[config.mk]
export PLATFORM = sky130hd
export DESIGN_NAME = owire_master
export DESIGN_NICKNAME = d
export VERILOG_FILES = /design/src/rtl/owire_pkg.sv /design/src/rtl/owire_sync2.sv /design/src/rtl/owire_master.sv
export SDC_FILE = /design/constraint.sdc
export NUM_CORES = 1
export LEC_CHECK = 0
export ABC_AREA = 1
export BUFFER_PORTS_ARGS = -buffer_cell sky130_fd_sc_hd__buf_2
export CAP_MARGIN = 25
export CORE_ASPECT_RATIO = 1.75
export CORE_MARGIN = 2
export CORE_UTILIZATION = 55
export DETAILED_ROUTE_END_ITERATION = 12
export PLACE_DENSITY = 0.76
export SLEW_MARGIN = 20
export SYNTH_ARGS = -nofsm -noshare
export SYNTH_HDL_FRONTEND = slang
export SYNTH_SLANG_ARGS = --single-unit
[constraint.sdc]
create_clock -name CLK -period 2 [get_ports CLK]
set_input_delay 0.4 -clock CLK [delete_from_list [all_inputs] [get_ports CLK]]
set_output_delay 0.4 -clock CLK [all_outputs]
set_load 0.03 [all_outputs]
[src/rtl/owire_pkg.sv]
// rtl/owire_pkg.sv - command codes, slot timing and FSM states for the single-wire master
package owire_pkg;

  typedef enum logic [1:0] {IDLE, LOW, RELEASE, RECOVER} state_t;

  localparam logic [1:0] CMD_RESET = 2'b00;
  localparam logic [1:0] CMD_WRITE = 2'b01;
  localparam logic [1:0] CMD_READ  = 2'b10;

  localparam logic [9:0] RST_L = 10'd480;
  localparam logic [9:0] RST_S = 10'd550;
  localparam logic [9:0] RST_E = 10'd960;
  localparam logic [9:0] W0_L  = 10'd60;
  localparam logic [9:0] W0_S  = 10'd15;
  localparam logic [9:0] W0_E  = 10'd65;
  localparam logic [9:0] W1_L  = 10'd6;
  localparam logic [9:0] W1_S  = 10'd15;
  localparam logic [9:0] W1_E  = 10'd65;

  typedef struct packed {
    logic [9:0] l;
    logic [9:0] s;
    logic [9:0] e;
    logic       is_reset;
  } slot_t;

  // Read and the spare code 11 share write-1 timing: a short low pulse then release.
  function automatic slot_t slot_timing(input logic [1:0] cmd, input logic wdata);
    slot_t t;
    if (cmd == CMD_RESET) begin
      t = '{l: RST_L, s: RST_S, e: RST_E, is_reset: 1'b1};
    end else if (cmd == CMD_WRITE && !wdata) begin
      t = '{l: W0_L, s: W0_S, e: W0_E, is_reset: 1'b0};
    end else begin
      t = '{l: W1_L, s: W1_S, e: W1_E, is_reset: 1'b0};
    end
    return t;
  endfunction

endpackage

[src/rtl/owire_sync2.sv]
// rtl/owire_sync2.sv - two-flop synchronizer, resets to the idle (high) bus level
module owire_sync2 (
  input  logic clk,
  input  logic rst_n,
  input  logic d,
  output logic q
);

  logic meta;

  always_ff @(posedge clk or negedge rst_n) begin
    if (!rst_n) begin
      meta <= 1'b1;
      q    <= 1'b1;
    end else begin
      meta <= d;
      q    <= meta;
    end
  end

endmodule

[src/rtl/owire_master.sv]
// rtl/owire_master.sv - single-wire open-drain bus master: reset/write/read slots timed in us ticks
import owire_pkg::*;

module owire_master #(
  parameter int CLKDIV = 25
) (
  input  logic       CLK,
  input  logic       RSTN,
  input  logic       CMD_VALID,
  output logic       CMD_READY,
  input  logic [1:0] CMD,
  input  logic       WDATA,
  output logic       RSP_VALID,
  output logic       RSP_DATA,
  output logic       BUSY,
  output logic       PAD_I,
  output logic       PAD_T,
  input  logic       PAD_O
);

  localparam int            PW      = $clog2(CLKDIV);
  localparam logic [PW-1:0] PRE_MAX = PW'(CLKDIV - 1);

  state_t        state, state_next;
  slot_t         slot;
  logic [PW-1:0] pre;
  logic [9:0]    ticks;
  logic          tick;
  logic          hit_l, hit_s, hit_e;
  logic          accept;
  logic          pad_sync;
  logic          sample;
  logic          rsp_q;
  logic          resp_bit;

  owire_sync2 u_sync (
    .clk   (CLK),
    .rst_n (RSTN),
    .d     (PAD_O),
    .q     (pad_sync)
  );

  // A hit fires in the cycle whose closing edge makes the tick count reach the target,
  // so phase changes land exactly on n*CLKDIV cycles after the accept edge.
  assign tick  = (pre == PRE_MAX);
  assign hit_l = tick && (ticks == slot.l - 10'd1);
  assign hit_s = tick && (ticks == slot.s - 10'd1);
  assign hit_e = tick && (ticks == slot.e - 10'd1);

  assign accept   = CMD_VALID && CMD_READY;
  assign resp_bit = slot.is_reset ? !sample : sample;

  always_ff @(posedge CLK or negedge RSTN) begin
    if (!RSTN) begin
      state  <= IDLE;
      slot   <= '0;
      pre    <= '0;
      ticks  <= '0;
      sample <= 1'b1;
      rsp_q  <= 1'b0;
    end else begin
      state <= state_next;
      if (accept) begin
        slot  <= slot_timing(CMD, WDATA);
        pre   <= '0;
        ticks <= '0;
      end else begin
        pre <= tick ? '0 : pre + PW'(1);
        if (tick && ticks != 10'd1023) begin
          ticks <= ticks + 10'd1;
        end
      end
      if (hit_s && (state == LOW || state == RELEASE)) begin
        sample <= pad_sync;
      end
      if (RSP_VALID) begin
        rsp_q <= resp_bit;
      end
    end
  end

  always_comb begin
    state_next = state;
    RSP_VALID  = 1'b0;
    case (state)
      IDLE: begin
        if (CMD_VALID) state_next = LOW;
      end
      LOW: begin
        // Write-0 samples while still driving, so it skips RELEASE.
        if (hit_l) state_next = (slot.l > slot.s) ? RECOVER : RELEASE;
      end
      RELEASE: begin
        if (hit_s) state_next = RECOVER;
      end
      RECOVER: begin
        if (hit_e) begin
          RSP_VALID  = 1'b1;
          state_next = CMD_VALID ? LOW : IDLE;
        end
      end
      default: state_next = IDLE;
    endcase
  end

  assign CMD_READY = (state == IDLE) || RSP_VALID;
  assign BUSY      = !CMD_READY;
  assign PAD_T     = (state != LOW);
  assign PAD_I     = 1'b0;
  assign RSP_DATA  = RSP_VALID ? resp_bit : rsp_q;

endmodule
Word level (Yosys, flattened, before mapping)
Cells that the tools add are included.
{ "classes": {"addsub": 5, "mul": 0, "div_mod_pow": 0, "n_lt_le_gt_ge": 1, "n_eq_ne": 14, "n_shift": 0, "mux": 17, "n_bitwise": 0, "n_reduce_logical": 16} }
{ "op_table": {"columns": ["operator", "count"], "rows": [
  ["10-bit equality test", 3],
  ["30-bit two-way mux", 1],
  ["10-bit by 1-bit subtractor with 10-bit output (second input constant)", 3],
  ["27-bit two-way mux", 1],
  ["10-bit two-way mux", 2],
  ["10-bit by 1-bit adder with 10-bit output (second input constant)", 1],
  ["10-bit greater-than comparator", 1],
  ["5-bit two-way mux", 2],
  ["10-bit != test (second input constant)", 1],
  ["2-bit two-way mux", 4],
  ["2-bit != test (second input constant)", 4],
  ["2-bit case mux with 4 select lines", 1],
  ["1-bit logical AND", 7],
  ["1-bit two-way mux", 6],
  ["5-bit by 1-bit adder with 5-bit output (second input constant)", 1],
  ["5-bit equality test (second input constant)", 1],
  ["2-bit by 1-bit equality test with 1-bit output (second input constant)", 2],
  ["2-bit equality test (second input constant)", 2],
  ["2-bit logical NOT", 2],
  ["4-bit AND reduction", 1],
  ["1-bit logical NOT", 3],
  ["1-bit logical OR", 2],
  ["2-bit by 1-bit != test with 1-bit output (second input constant)", 1],
  ["2-bit nonzero test", 1]
]} }
{ "word_totals": {"reg_bits": 52, "latch_bits": 0, "mem_bits_rw": 0, "mem_bits_ro": 0, "n_memories": 0} }

Logic depth before layout (Yosys ltp)
Gate-level depths: netlist of the first run.
{ "depth": {"word_depth": 8, "ltp_mapped": 16, "depth_no_buf": 16} }

By module
Synthesis of the first run repeated with hierarchy kept, for this count alone.
{ "hier_totals": {"cells_unflattened": 325, "hier_area_um2": 2229.6} }
{ "by_module_without_submodules": {"columns": ["mod", "instances", "cells_each", "area_each_um2", "seq_area_each_um2"], "rows": [
  ["owire_master", 1, 323, 2177.1, 626.9],
  ["owire_sync2", 1, 2, 52.6, 52.6]
]} }

Least setup slack after synthesis of the first run
OpenSTA, ideal clock, no wires.
{ "synth_path": {"kind": "register to output", "start": "register, netlist name slot[14]", "end": "output port RSP_DATA", "arrival_ps": 2271, "t_required_ps": 1600, "setup_slack_ps": -671, "path_stages_with_launch": 11, "n_path_buf": 0, "path_cell_list": "dfrtp_1 -> inv_2 -> ha_1 -> ha_1 -> inv_1 -> nand2_1 -> nand4_1 -> nor2_2 -> nand3_2 -> nor2_1 -> o21a_1"} }
{ "synth_rtl": {"columns": ["item", "line_no", "source"], "rows": [
  ["end, declared", "owire_master.sv:14", "output logic RSP_DATA,"]
]} }

==> impl_metrics.sql, run 1 <==
INSERT INTO impl_metrics (metric_group, metric, value, unit) VALUES
('floorplan', 'initial_core_util', '57.7', '%'),
('floorplan', 'die_h', '88.2', 'um'),
('pwr', 'cellLeakagePower', '1.43', 'nW'),
('critical_path', 'cp-start-kind', 'flop', ''),
('timing', 'tightestPinTransition', '0.674', 'ns'),
('timing', 'skew', '0.00255', 'ns'),
('critical_path', 'timing.critical_path.max_delay_family', 'compound AO/OA/AOI/OAI gates', ''),
('outcome', 'failed_checks', 'setup timing', ''),
('clocking', 'cts-buffers-inserted', '3', ''),
('synthesis', 'synth-warning-count', '0', ''),
('clocking', 'clk_latency', '0.28', 'ns'),
('global_routing', 'grt.total_usage', '27.8', '%'),
('cells_and_area', 'number_of_inserted_diodes', '0', ''),
('global_routing', 'gr-total-overflow', '0', ''),
('drt', 'length_of_the_first_detailed_routing_pass_in_iterations', '4', ''),
('global_routing', 'grt_pass1_wl', '9480', 'um'),
('drt', 'drc', '0', ''),
('cells_and_area', 'final_design_area_no_fill', '2810', 'sq um'),
('synthesis', 'postSynthCellCount', '325', ''),
('synthesis', 'synth.distinct_cells', '33', ''),
('critical_path', 'worst-setup-path-type', 'flop to output pin', ''),
('critical_path', 'cpMostUsedCell', 'nand2_1', ''),
('placed_design', 'dpl_cell_area', '2590', 'sq um'),
('clocking', 'clock_tree.htree_level_count', '1', ''),
('timing', 'final-setup-viol-count', '27', ''),
('synthesis', 'avgSynthCellArea', '6.86', 'sq um'),
('timing', 'final_hold_viol_count', '0', ''),
('floorplan', 'io_pins', '13', ''),
('clocking', 'cts-hold-fix-buffers', '0', ''),
('drt', 'via_count', '2241', ''),
('drt', 'viasPerCell', '5.36', ''),
('drt', 'route.final.wire_length', '6320', 'um'),
('floorplan', 'fp.dieW', '52.1', 'um'),
('timing', 'finalCritPeriodShare', '124', '%'),
('placed_design', 'port_buffers', '11', ''),
('critical_path', 'critPathMaxFanout', '6', ''),
('floorplan', 'dieArea', '4600', 'sq um'),
('clocking', 'cts_tree', 'built', ''),
('clocking', 'cts_root_buffer', 'clkbuf_8', ''),
('global_routing', 'initial_antenna_violation_count', '0', ''),
('placed_design', 'hpwlAfterDp', '4650', 'um'),
('pwr', 'totalPowerFinal', '3.32', 'mW'),
('placed_design', 'preCtsSetupSlack', '-0.209', 'ns'),
('timing', 'timing_max_transition_violations_final', '0', ''),
('synthesis', 'synth_nets', '355', ''),
('timing', 'grt_setup_unrepaired', 'true', ''),
('clocking', 'cts.clk_slew.worst_paths', '0.10', 'ns'),
('pwr', 'power_density', '1180', 'nW/um^2'),
('critical_path', 'cp.required', '1.60', 'ns'),
('floorplan', 'core_area', '3870', 'sq um'),
('critical_path', 'timing.critical_path.to_type', 'output pin', ''),
('timing', 'setup_slack', '-0.486', 'ns'),
('drt', 'avgRoutedWirePerCell', '15.1', 'um'),
('cells_and_area', 'finalCoreUtilization', '72.6', '%'),
('drt', 'drt.antenna.violating_nets', '0', ''),
('synthesis', 'ffs_latches_synth', '27', ''),
('pwr', 'maximum_vdd_drop', '869', 'uV'),
('critical_path', 'worst-r2r-setup-slack', '-0.23', 'ns'),
('cells_and_area', 'nFillCells', '319', ''),
('cells_and_area', 'drive_gt1_share', '25.4', '%'),
('drt', 'detailedRoute.firstIterationViolations', '58', ''),
('clocking', 'max-clock-path-buffers', '2', ''),
('critical_path', 'critical-path-slowest-cell', 'dfrtp_2', ''),
('critical_path', 'worstPathCellList', 'buf_4 -> o21ai_0 -> nand2_1 -> o21ai_1 -> nand3_2 -> nor2_4 -> nand2_1 -> o21a_4 -> buf_6', ''),
('critical_path', 'worst_ep_arrival_time', '2.09', 'ns'),
('critical_path', 'cp_num_buf_inv', '2', ''),
('clocking', 'clock_sink_count', '27', ''),
('cells_and_area', 'num-nets-final', '401', ''),
('timing', 'max-slew-margin-rel', '55.0', '%'),
('global_routing', 'grt_pass1_vias', '2203', ''),
('placed_design', 'gp_congestion', '0.953', ''),
('global_routing', 'grt_max_degree', '28', ''),
('cells_and_area', 'area_growth', '25.8', '%'),
('min_path', 'worst_hold_class', 'primary input to asynchronous set/reset pin', ''),
('timing', 'fmax', '0.402', 'GHz'),
('floorplan', 'fp_rows', '30', ''),
('synthesis', 'synth_area', '2230', 'sq um'),
('synthesis', 'sequential_area_share_after_synthesis', '30.5', '%'),
('flow_run', 'max_cap_viol_count', '0', ''),
('timing', 'finalWorstPathRequiredPeriod', '2.49', 'ns'),
('outcome', 'run_status', 'finished with violations', ''),
('critical_path', 'slowest_delay', '0.44', 'ns'),
('timing', 'setup_tns', '-5.82', 'ns');
[repair_timing]
| action | CTS | global route |
|---|---|---|
| buffers inserted | 2 | 3 |
| resized for setup | 18 | 14 |
| gates cloned | 0 | 2 |
| endpoints found under the setup margin | 27 | 27 |
| pin swaps | 6 | 3 |
[registers in the layout, indices dropped and copies added, names as in the netlist]
signal       flops
u_sync.meta      1
pre              5
rsp_q            1
slot             6
u_sync.q         1
sample           1
ticks           10
state            2
[synthesized netlist by cell type (all sizes together)]
cell type | instances | share of area, %
a21oi | 11 | 3.0
buf | 6 | 2.1
clkinv | 1 | 0.22
conb | 1 | 0.17
dfrtp | 24 | 27
dfstp | 3 | 3.5
ha | 23 | 13
inv | 50 | 8.4
nand2 | 102 | 18
nand3 | 21 | 4.9
nand4 | 8 | 2.2
nor2 | 43 | 7.5
nor3 | 3 | 0.90
nor3b | 2 | 0.67
o21a | 1 | 0.34
o21ai | 13 | 3.3
o21bai | 3 | 1.5
o31ai | 1 | 0.34
or2 | 1 | 0.28
xnor2 | 5 | 2.0
xor2 | 3 | 1.2
[layer usage]
metal  global-route usage [%]  wire, um  up-vias
met5                        0         0        -
met4                     21.7       468        0
met3                     3.89       230       36
met2                     51.4      3490       75
met1                     26.2      2130     1025
li1                         -         -     1105
[through the flow]
| stage | hold WS (ns) | cells |
|---|---|---|
| global route | 0.171 | 418 |
| global placement | 0.346 | 409 |
| finish | 0.135 | 418 |
| detailed placement | 0.350 | 409 |
| CTS | 0.153 | 413 |
| floorplan | 0.104 | 325 |
[final timing paths]
path | end | startpoint | cells past startpoint
max reg2reg | slot[16]$_DFFE_PN0P_ | slot[14]$_DFFE_PN0P_ | 12
max | RSP_DATA | slot[14]$_DFFE_PN0P_ | 9
min in group CLK | u_sync.meta$_DFF_PN1_ | PAD_O | 1
max in group asynchronous | slot[14]$_DFFE_PN0P_ | RSTN | 1
min | state[0]$_DFFE_PN0P_ | RSTN | 1
min reg2reg | u_sync.q$_DFF_PN1_ | u_sync.meta$_DFF_PN1_ | 0
[placed cells by master, fill, tap and decap left out, types with 2 or more instances in the layout]
master,instances
a21oi_2,2
nor3_2,2
inv_4,2
nand4_1,8
o21ai_0,8
clkbuf_8,3
dfstp_2,3
ha_2,2
nor2_2,4
a21oi_1,8
nand3_2,2
nand2_2,6
inv_2,3
inv_1,45
nand2_1,95
nor3b_1,2
dfrtp_1,23
nand3_1,19
ha_1,17
buf_2,8
nor2_1,36
xor2_1,3
o21bai_1,2
buf_6,7
o21ai_2,3
xnor2_1,5
o21ai_1,2
nor2_4,3
ha_4,4
buf_4,30
[cells by family after synthesis]
| family | Yosys count | synth area share (%) |
|---|---|---|
| buffers and inverters | 57 | 10.8 |
| flip-flops | 27 | 30.5 |
| other | 1 | 0.168 |
| XOR/XNOR | 8 | 3.14 |
| AND/OR/NAND/NOR | 180 | 34.1 |
| adder cells (fa/ha/maj) | 23 | 12.9 |
| AO/OA/AOI/OAI | 29 | 8.42 |
[power breakdown]
part           switching [mW]  internal [mW]
combinational            1.31          0.909
sequential             0.0937          0.671
clock                   0.188          0.142
total                    1.59           1.72
[layout make-up]
| cell class | instances | area [sq um] | share of cell area, % |
|---|---|---|---|
| timing repair inverter | 1 | 8.76 | 0.312 |
| clock inverter | 1 | 7.51 | 0.268 |
| tap | 48 | 60.1 | 2.14 |
| timing repair buffer | 45 | 344 | 12.3 |
| multi-input combinational | 242 | 1450 | 51.8 |
| sequential | 27 | 681 | 24.3 |
| inverter | 51 | 209 | 7.45 |
| clock buffer | 3 | 41.3 | 1.47 |
Power figures use the tool's default switching activity.
==> run 2, diff against run 1 <==
==> constraint.sdc (replaced) <==
create_clock -name CLK -period 2 [get_ports CLK]
set_input_delay 0.4 -clock CLK [delete_from_list [all_inputs] [get_ports CLK]]
set_output_delay 0.4 -clock CLK [all_outputs]
set_load 0.005 [all_outputs]
==> run 2 against run 1 <==
Effect of this change: the run still ends with setup timing left; worst setup slack improved by 0.10 ns; critical path depth rose by 3; count of clock-buffer cells in the layout did not move; core utilization fell by 5.6 points; combinational power fell by 14%; critical path type unchanged.
==> impl_metrics.sql, run 2 (synthesized netlist as in run 1, its figures left out) <==
INSERT INTO impl_metrics (metric_group, metric, value, unit) VALUES
('outcome', 'run_status', 'finished with violations', ''),
('outcome', 'failed_checks', 'setup timing', ''),
('timing', 'final-setup-viol-count', '7', ''),
('min_path', 'worst_hold_class', 'primary input to asynchronous set/reset pin', ''),
('critical_path', 'critical-path-slowest-cell', 'dfrtp_1', ''),
('floorplan', 'io_pins', '13', ''),
('cells_and_area', 'num-nets-final', '387', ''),
('global_routing', 'grt_pass1_vias', '2234', ''),
('critical_path', 'cp_num_buf_inv', '3', ''),
('drt', 'detailedRoute.firstIterationViolations', '103', ''),
('clocking', 'cts.clk_slew.worst_paths', '0.10', 'ns'),
('global_routing', 'gr-total-overflow', '0', ''),
('timing', 'skew', '0.00504', 'ns'),
('cells_and_area', 'flip_flop_count_of_the_largest_register_after_layout', '10', ''),
('critical_path', 'worst_r2r_path_depth', '16', ''),
('cells_and_area', 'biggest_regs', 'ticks: 10 flops, slot: 6 flops, pre: 5 flops', ''),
('cells_and_area', 'number_of_inserted_diodes', '0', ''),
('cells_and_area', 'layout_commonest_cell', 'nand2_1', ''),
('drt', 'length_of_the_first_detailed_routing_pass_in_iterations', '4', ''),
('drt', 'drc', '0', ''),
('critical_path', 'critPathMaxFanout', '3', ''),
('drt', 'avgRoutedWirePerCell', '14.7', 'um'),
('timing', 'max-slew-margin-rel', '56.8', '%'),
('clocking', 'clock_sink_count', '27', ''),
('floorplan', 'initial_core_util', '57.7', '%'),
('cells_and_area', 'sequential_cell_area', '681', 'sq um'),
('timing', 'setup_slack', '-0.383', 'ns'),
('critical_path', 'cp-start-kind', 'flop', ''),
('clocking', 'cts_tree', 'built', ''),
('cells_and_area', 'nFillCells', '368', ''),
('clocking', 'clock_tree.htree_level_count', '1', ''),
('timing', 'final_hold_viol_count', '0', ''),
('floorplan', 'fp_rows', '30', ''),
('pwr', 'maximum_vdd_drop', '682', 'uV'),
('critical_path', 'worst-setup-path-type', 'flop to output pin', ''),
('cells_and_area', 'multi_input_area', '1370', 'sq um'),
('critical_path', 'timing.critical_path.to_type', 'output pin', ''),
('critical_path', 'cp.required', '1.60', 'ns'),
('drt', 'drt.antenna.violating_nets', '0', ''),
('critical_path', 'worst-r2r-setup-slack', '-0.10', 'ns'),
('global_routing', 'grt.total_usage', '29.7', '%'),
('cells_and_area', 'area_growth', '16.2', '%'),
('critical_path', 'critical_path.reg2reg.endpoint', 'state[0]$_DFFE_PN0P_', ''),
('global_routing', 'initial_antenna_violation_count', '0', ''),
('cells_and_area', 'drive_gt1_share', '18.0', '%'),
('floorplan', 'die_h', '88.2', 'um'),
('placed_design', 'gp_congestion', '0.973', ''),
('critical_path', 'worstPathCellList', 'inv_2 -> ha_4 -> ha_4 -> inv_2 -> nand2_2 -> nand4_1 -> nor2_2 -> nand3_2 -> nor2_4 -> nand2_1 -> o21a_1 -> buf_2', ''),
('global_routing', 'grt_max_degree', '28', ''),
('pwr', 'cellLeakagePower', '1.34', 'nW'),
('floorplan', 'core_area', '3870', 'sq um'),
('cells_and_area', 'final_cell_mix', 'nand2_1 (99), inv_1 (46), nor2_1 (38)', ''),
('cells_and_area', 'regMostFlops', 'ticks', ''),
('clocking', 'clk_latency', '0.28', 'ns'),
('clocking', 'max-clock-path-buffers', '2', ''),
('critical_path', 'worst_ep_arrival_time', '1.98', 'ns'),
('placed_design', 'port_buffers', '11', ''),
('timing', 'finalWorstPathRequiredPeriod', '2.38', 'ns'),
('global_routing', 'grt_pass1_wl', '10100', 'um'),
('clocking', 'cts_root_buffer', 'clkbuf_8', ''),
('timing', 'fin_worst_hold_slack', '0.131', 'ns'),
('critical_path', 'slowest_delay', '0.38', 'ns'),
('timing', 'fmax', '0.420', 'GHz'),
('flow_run', 'max_cap_viol_count', '0', ''),
('placed_design', 'hpwlAfterDp', '4530', 'um'),
('critical_path', 'timing.critical_path.max_delay_family', 'simple AND/OR/NAND/NOR gates', ''),
('timing', 'tightestPinTransition', '0.648', 'ns'),
('pwr', 'totalPowerFinal', '3.02', 'mW'),
('floorplan', 'fp.dieW', '52.1', 'um'),
('floorplan', 'dieArea', '4600', 'sq um'),
('drt', 'via_count', '2208', ''),
('drt', 'route.final.wire_length', '5930', 'um'),
('timing', 'timing_max_transition_violations_final', '0', ''),
('timing', 'finalCritPeriodShare', '119', '%'),
('clocking', 'cts-buffers-inserted', '3', ''),
('timing', 'grt_setup_unrepaired', 'true', ''),
('critical_path', 'r2r-start', 'slot[14]$_DFFE_PN0P_', ''),
('drt', 'viasPerCell', '5.47', ''),
('pwr', 'power_density', '1170', 'nW/um^2');
[run 2: worst max-delay path by stage]
stage | slack (ns) | start | end | depth (start not counted)
floorplan | -0.02 | slot[14]$_DFFE_PN0P_ | RSP_DATA | 11
global placement | -0.06 | slot[14]$_DFFE_PN0P_ | state[1]$_DFFE_PN0P_ | 16
detailed placement | -0.12 | slot[14]$_DFFE_PN0P_ | state[0]$_DFFE_PN0P_ | 16
CTS | -0.37 | slot[14]$_DFFE_PN0P_ | RSP_DATA | 12
global route | -0.54 | slot[13]$_DFFE_PN0P_ | RSP_DATA | 12
finish | -0.38 | slot[13]$_DFFE_PN0P_ | RSP_DATA | 12
[run 2: power breakdown]
| part | switching, mW | internal, mW | total (mW) |
|---|---|---|---|
| logic | 1.11 | 0.790 | 1.90 |
| registers | 0.123 | 0.670 | 0.793 |
| clock network | 0.183 | 0.142 | 0.325 |
[run 2: per-stage QoR]
stage	util (%)	instance area [sq um]	std cells	TNS (ns)	worst slack (ns)
CTS	66.4	2570	403	-1.31	-0.366
floorplan	-	2270	325	-0.0162	-0.0162
global placement	64.0	2480	397	-0.168	-0.0631
finish	67.0	2590	404	-1.41	-0.383
global route	67.0	2590	404	-4.34	-0.538
detailed placement	64.0	2480	397	-0.444	-0.124
[run 2: per-layer routing]
| layer | vias up | routed length [um] | global-route usage, % |
|---|---|---|---|
| met5 | - | 0 | 0 |
| li1 | 1079 | - | - |
| met3 | 32 | 278 | 5.57 |
| met2 | 72 | 3210 | 54.3 |
| met1 | 1025 | 2050 | 29.8 |
| met4 | 0 | 395 | 18.6 |
[run 2: worst register-to-register path, delay by kind of cell (launching register included)]
kind | cells | cell delay (ns)
simple gates | 10 | 0.79
fa+ha+maj | 2 | 0.43
flops | 1 | 0.43
buf+inv | 4 | 0.33
[run 2: final cells by class]
class | count | share of cell area, %
well taps | 48 | 2.32
flip-flops and latches | 27 | 26.3
clock inverters | 1 | 0.290
repair buffers | 33 | 8.79
clock buffers | 3 | 1.59
multi-input cells | 241 | 52.8
inverters | 51 | 7.97
[run 2: repair_timing]
item                       CTS  global route
hold buffers                 0             0
buffers inserted             2             1
gates resized for setup      6             7
pin swaps                    3             1
setup endpoints to repair   17            27
==> run 3, diff against run 2 <==
--- a/config.mk
+++ b/config.mk
@@ -6,13 +6,14 @@
 export NUM_CORES = 1
 export LEC_CHECK = 0
 export ABC_AREA = 1
+export ABC_CLOCK_PERIOD_IN_PS = 2000
 export BUFFER_PORTS_ARGS = -buffer_cell sky130_fd_sc_hd__buf_2
 export CAP_MARGIN = 25
 export CORE_ASPECT_RATIO = 1.75
 export CORE_MARGIN = 2
 export CORE_UTILIZATION = 55
 export DETAILED_ROUTE_END_ITERATION = 12
-export PLACE_DENSITY = 0.76
+export PLACE_DENSITY = 0.82
 export SLEW_MARGIN = 20
 export SYNTH_ARGS = -nofsm -noshare
 export SYNTH_HDL_FRONTEND = slang
==> run 3 against run 2 <==
Effect of this change: the run still ends with setup timing left; sequential cell count stayed put; design area increased by 6.3%; sequential power is 1% lower; global-route usage increased by 0.069 points; critical endpoint unchanged.
==> impl_metrics.sql, run 3 (synthesized netlist as in run 1, its figures left out) <==
INSERT INTO impl_metrics (metric_group, metric, value, unit) VALUES
('critical_path', 'worst_r2r_path_depth', '10', ''),
('critical_path', 'timing.critical_path.to_type', 'output pin', ''),
('timing', 'finalWorstPathRequiredPeriod', '2.48', 'ns'),
('critical_path', 'startpoint', 'slot[14]$_DFFE_PN0P_', ''),
('timing', 'grt_setup_unrepaired', 'true', ''),
('clocking', 'clk_latency', '0.30', 'ns'),
('min_path', 'worst_hold_class', 'primary input to asynchronous set/reset pin', ''),
('clocking', 'cts_root_buffer', 'clkbuf_8', ''),
('pwr', 'sequentialPowerShare', '24.5', '%'),
('pwr', 'totalPowerFinal', '3.20', 'mW'),
('cells_and_area', 'layout_commonest_cell', 'nand2_1', ''),
('clocking', 'max-clock-path-buffers', '2', ''),
('clocking', 'cts.clk_slew.worst_paths', '0.11', 'ns'),
('clocking', 'clock_tree.htree_level_count', '1', ''),
('floorplan', 'fp.dieW', '52.1', 'um'),
('pwr', 'p_int', '1.71', 'mW'),
('timing', 'final-setup-viol-count', '25', ''),
('global_routing', 'grt_pass1_wl', '10100', 'um'),
('drt', 'length_of_the_first_detailed_routing_pass_in_iterations', '4', ''),
('critical_path', 'worst-setup-path-type', 'flop to output pin', ''),
('drt', 'avgRoutedWirePerCell', '15.4', 'um'),
('floorplan', 'die_h', '88.2', 'um'),
('cells_and_area', 'final_cell_mix', 'nand2_1 (95), inv_1 (45), nor2_1 (37)', ''),
('drt', 'viasPerCell', '5.49', ''),
('outcome', 'failed_checks', 'setup timing', ''),
('pwr', 'power.share.clock', '11.0', '%'),
('critical_path', 'critPathMaxFanout', '6', ''),
('clocking', 'cts-buffers-inserted', '3', ''),
('floorplan', 'dieArea', '4600', 'sq um'),
('critical_path', 'cp.required', '1.60', 'ns'),
('timing', 'final_hold_viol_count', '0', ''),
('pwr', 'sw_share', '46.5', '%'),
('critical_path', 'worst_ep_arrival_time', '2.08', 'ns'),
('global_routing', 'grt_pass1_vias', '2332', ''),
('placed_design', 'gp_congestion', '0.989', ''),
('pwr', 'switchingPower', '1.49', 'mW'),
('timing', 'setup_slack', '-0.484', 'ns'),
('critical_path', 'worst-r2r-setup-slack', '-0.06', 'ns'),
('global_routing', 'grt_max_degree', '28', ''),
('cells_and_area', 'drive_gt1_share', '23.7', '%'),
('outcome', 'run_status', 'finished with violations', ''),
('clocking', 'clock_sink_count', '27', ''),
('drt', 'detailedRoute.firstIterationViolations', '93', ''),
('global_routing', 'gr-total-overflow', '0', ''),
('pwr', 'p_comb_share', '64.5', '%'),
('cells_and_area', 'regMostFlops', 'ticks', ''),
('cells_and_area', 'biggest_regs', 'ticks: 10 flops, slot: 6 flops, pre: 5 flops', ''),
('timing', 'tightestPinTransition', '0.656', 'ns'),
('flow_run', 'max_cap_viol_count', '0', ''),
('floorplan', 'fp_rows', '30', ''),
('critical_path', 'cp-start-kind', 'flop', ''),
('critical_path', 'r2r-start', 'slot[14]$_DFFE_PN0P_', ''),
('drt', 'route.final.wire_length', '6330', 'um'),
('timing', 'fmax', '0.403', 'GHz'),
('timing', 'timing_max_transition_violations_final', '0', ''),
('timing', 'finalCritPeriodShare', '124', '%'),
('placed_design', 'hpwlAfterDp', '4610', 'um'),
('cells_and_area', 'final_design_area_no_fill', '2750', 'sq um'),
('cells_and_area', 'area_growth', '23.5', '%'),
('pwr', 'power_density', '1160', 'nW/um^2'),
('clocking', 'cts_tree', 'built', ''),
('drt', 'drc', '0', ''),
('timing', 'skew', '0.00713', 'ns'),
('floorplan', 'io_pins', '13', ''),
('critical_path', 'critical_path.reg2reg.endpoint', 'ticks[8]$_DFFE_PN0P_', ''),
('timing', 'fin_worst_hold_slack', '0.116', 'ns'),
('placed_design', 'dpl_cell_area', '2560', 'sq um'),
('timing', 'max-slew-margin-rel', '56.3', '%'),
('cells_and_area', 'flip_flop_count_of_the_largest_register_after_layout', '10', ''),
('cells_and_area', 'final_cells', '411', ''),
('floorplan', 'core_area', '3870', 'sq um'),
('pwr', 'cellLeakagePower', '1.39', 'nW'),
('placed_design', 'port_buffers', '11', ''),
('placed_design', 'preCtsSetupSlack', '-0.127', 'ns'),
('pwr', 'maximum_vdd_drop', '690', 'uV'),
('placed_design', 'placed_cells', '403', ''),
('cells_and_area', 'number_of_inserted_diodes', '0', ''),
('cells_and_area', 'num-nets-final', '394', ''),
('drt', 'drt.antenna.violating_nets', '0', ''),
('floorplan', 'initial_core_util', '57.7', '%'),
('global_routing', 'initial_antenna_violation_count', '0', ''),
('global_routing', 'grt.total_usage', '29.8', '%'),
('drt', 'via_count', '2255', '');
==> run 3: what timing repair did <==
action                                  4_1_cts  5_1_grt
gates resized for setup                      10       17
endpoints found under the setup margin        9       27
setup buffers                                 4        3
hold buffers                                  0        0
pin swaps                                    12       11
==> run 3: critical path: stages, from the launching register on <==
cell	delay, ns
dfrtp_2	0.44
buf_4	0.17
o21ai_0	0.30
nand2_1	0.11
o21ai_1	0.21
nand3_4	0.15
nor2_4	0.11
nand2_1	0.05
o21a_1	0.11
buf_2	0.12
==> run 3: metrics by stage <==
stage	utilization, %	TNS, ns
after floorplan	-	-0.0162
after global placement	66.2	-0.0525
after detailed placement	66.2	-0.267
after CTS	69.6	-1.33
after global routing	71.2	-4.28
final	71.2	-2.45
==> run 3: worst max-delay path by stage <==
stage                to  cells after the start
2_1_floorplan  RSP_DATA                     11
3_3_place_gp   RSP_DATA                     12
3_5_place_dp   RSP_DATA                     12
4_1_cts        RSP_DATA                     12
5_1_grt        RSP_DATA                      9
6_report       RSP_DATA                      9
==> run 3: final cells by class <==
cell class              instances  area [sq um]
clock inverters                 1          7.51
well taps                      48          60.1
inverters                      51           195
clock buffers                   3          41.3
multi-input cells             241          1460
fillers                       294          1110
flip-flops and latches         27           681
repair buffers                 40           314
==> run 3: layer usage <==
layer | up-vias | track usage (%) | part of all wire (%)
met2 | 97 | 55.1 | 54
met4 | 0 | 22.8 | 8.6
met5 | - | 0 | 0
met1 | 1023 | 28.1 | 33
li1 | 1088 | - | -
met3 | 47 | 4.39 | 4.9
==> run 3: power by group through the flow <==
stage               clock network, mW  logic [mW]  registers, mW
finish                          0.352        2.06          0.783
global route                    0.369        2.33          0.795
CTS                             0.352        2.00          0.778
detailed placement                  0        1.89          0.788
global placement                    0        1.84          0.782
floorplan                           0        1.26          0.785
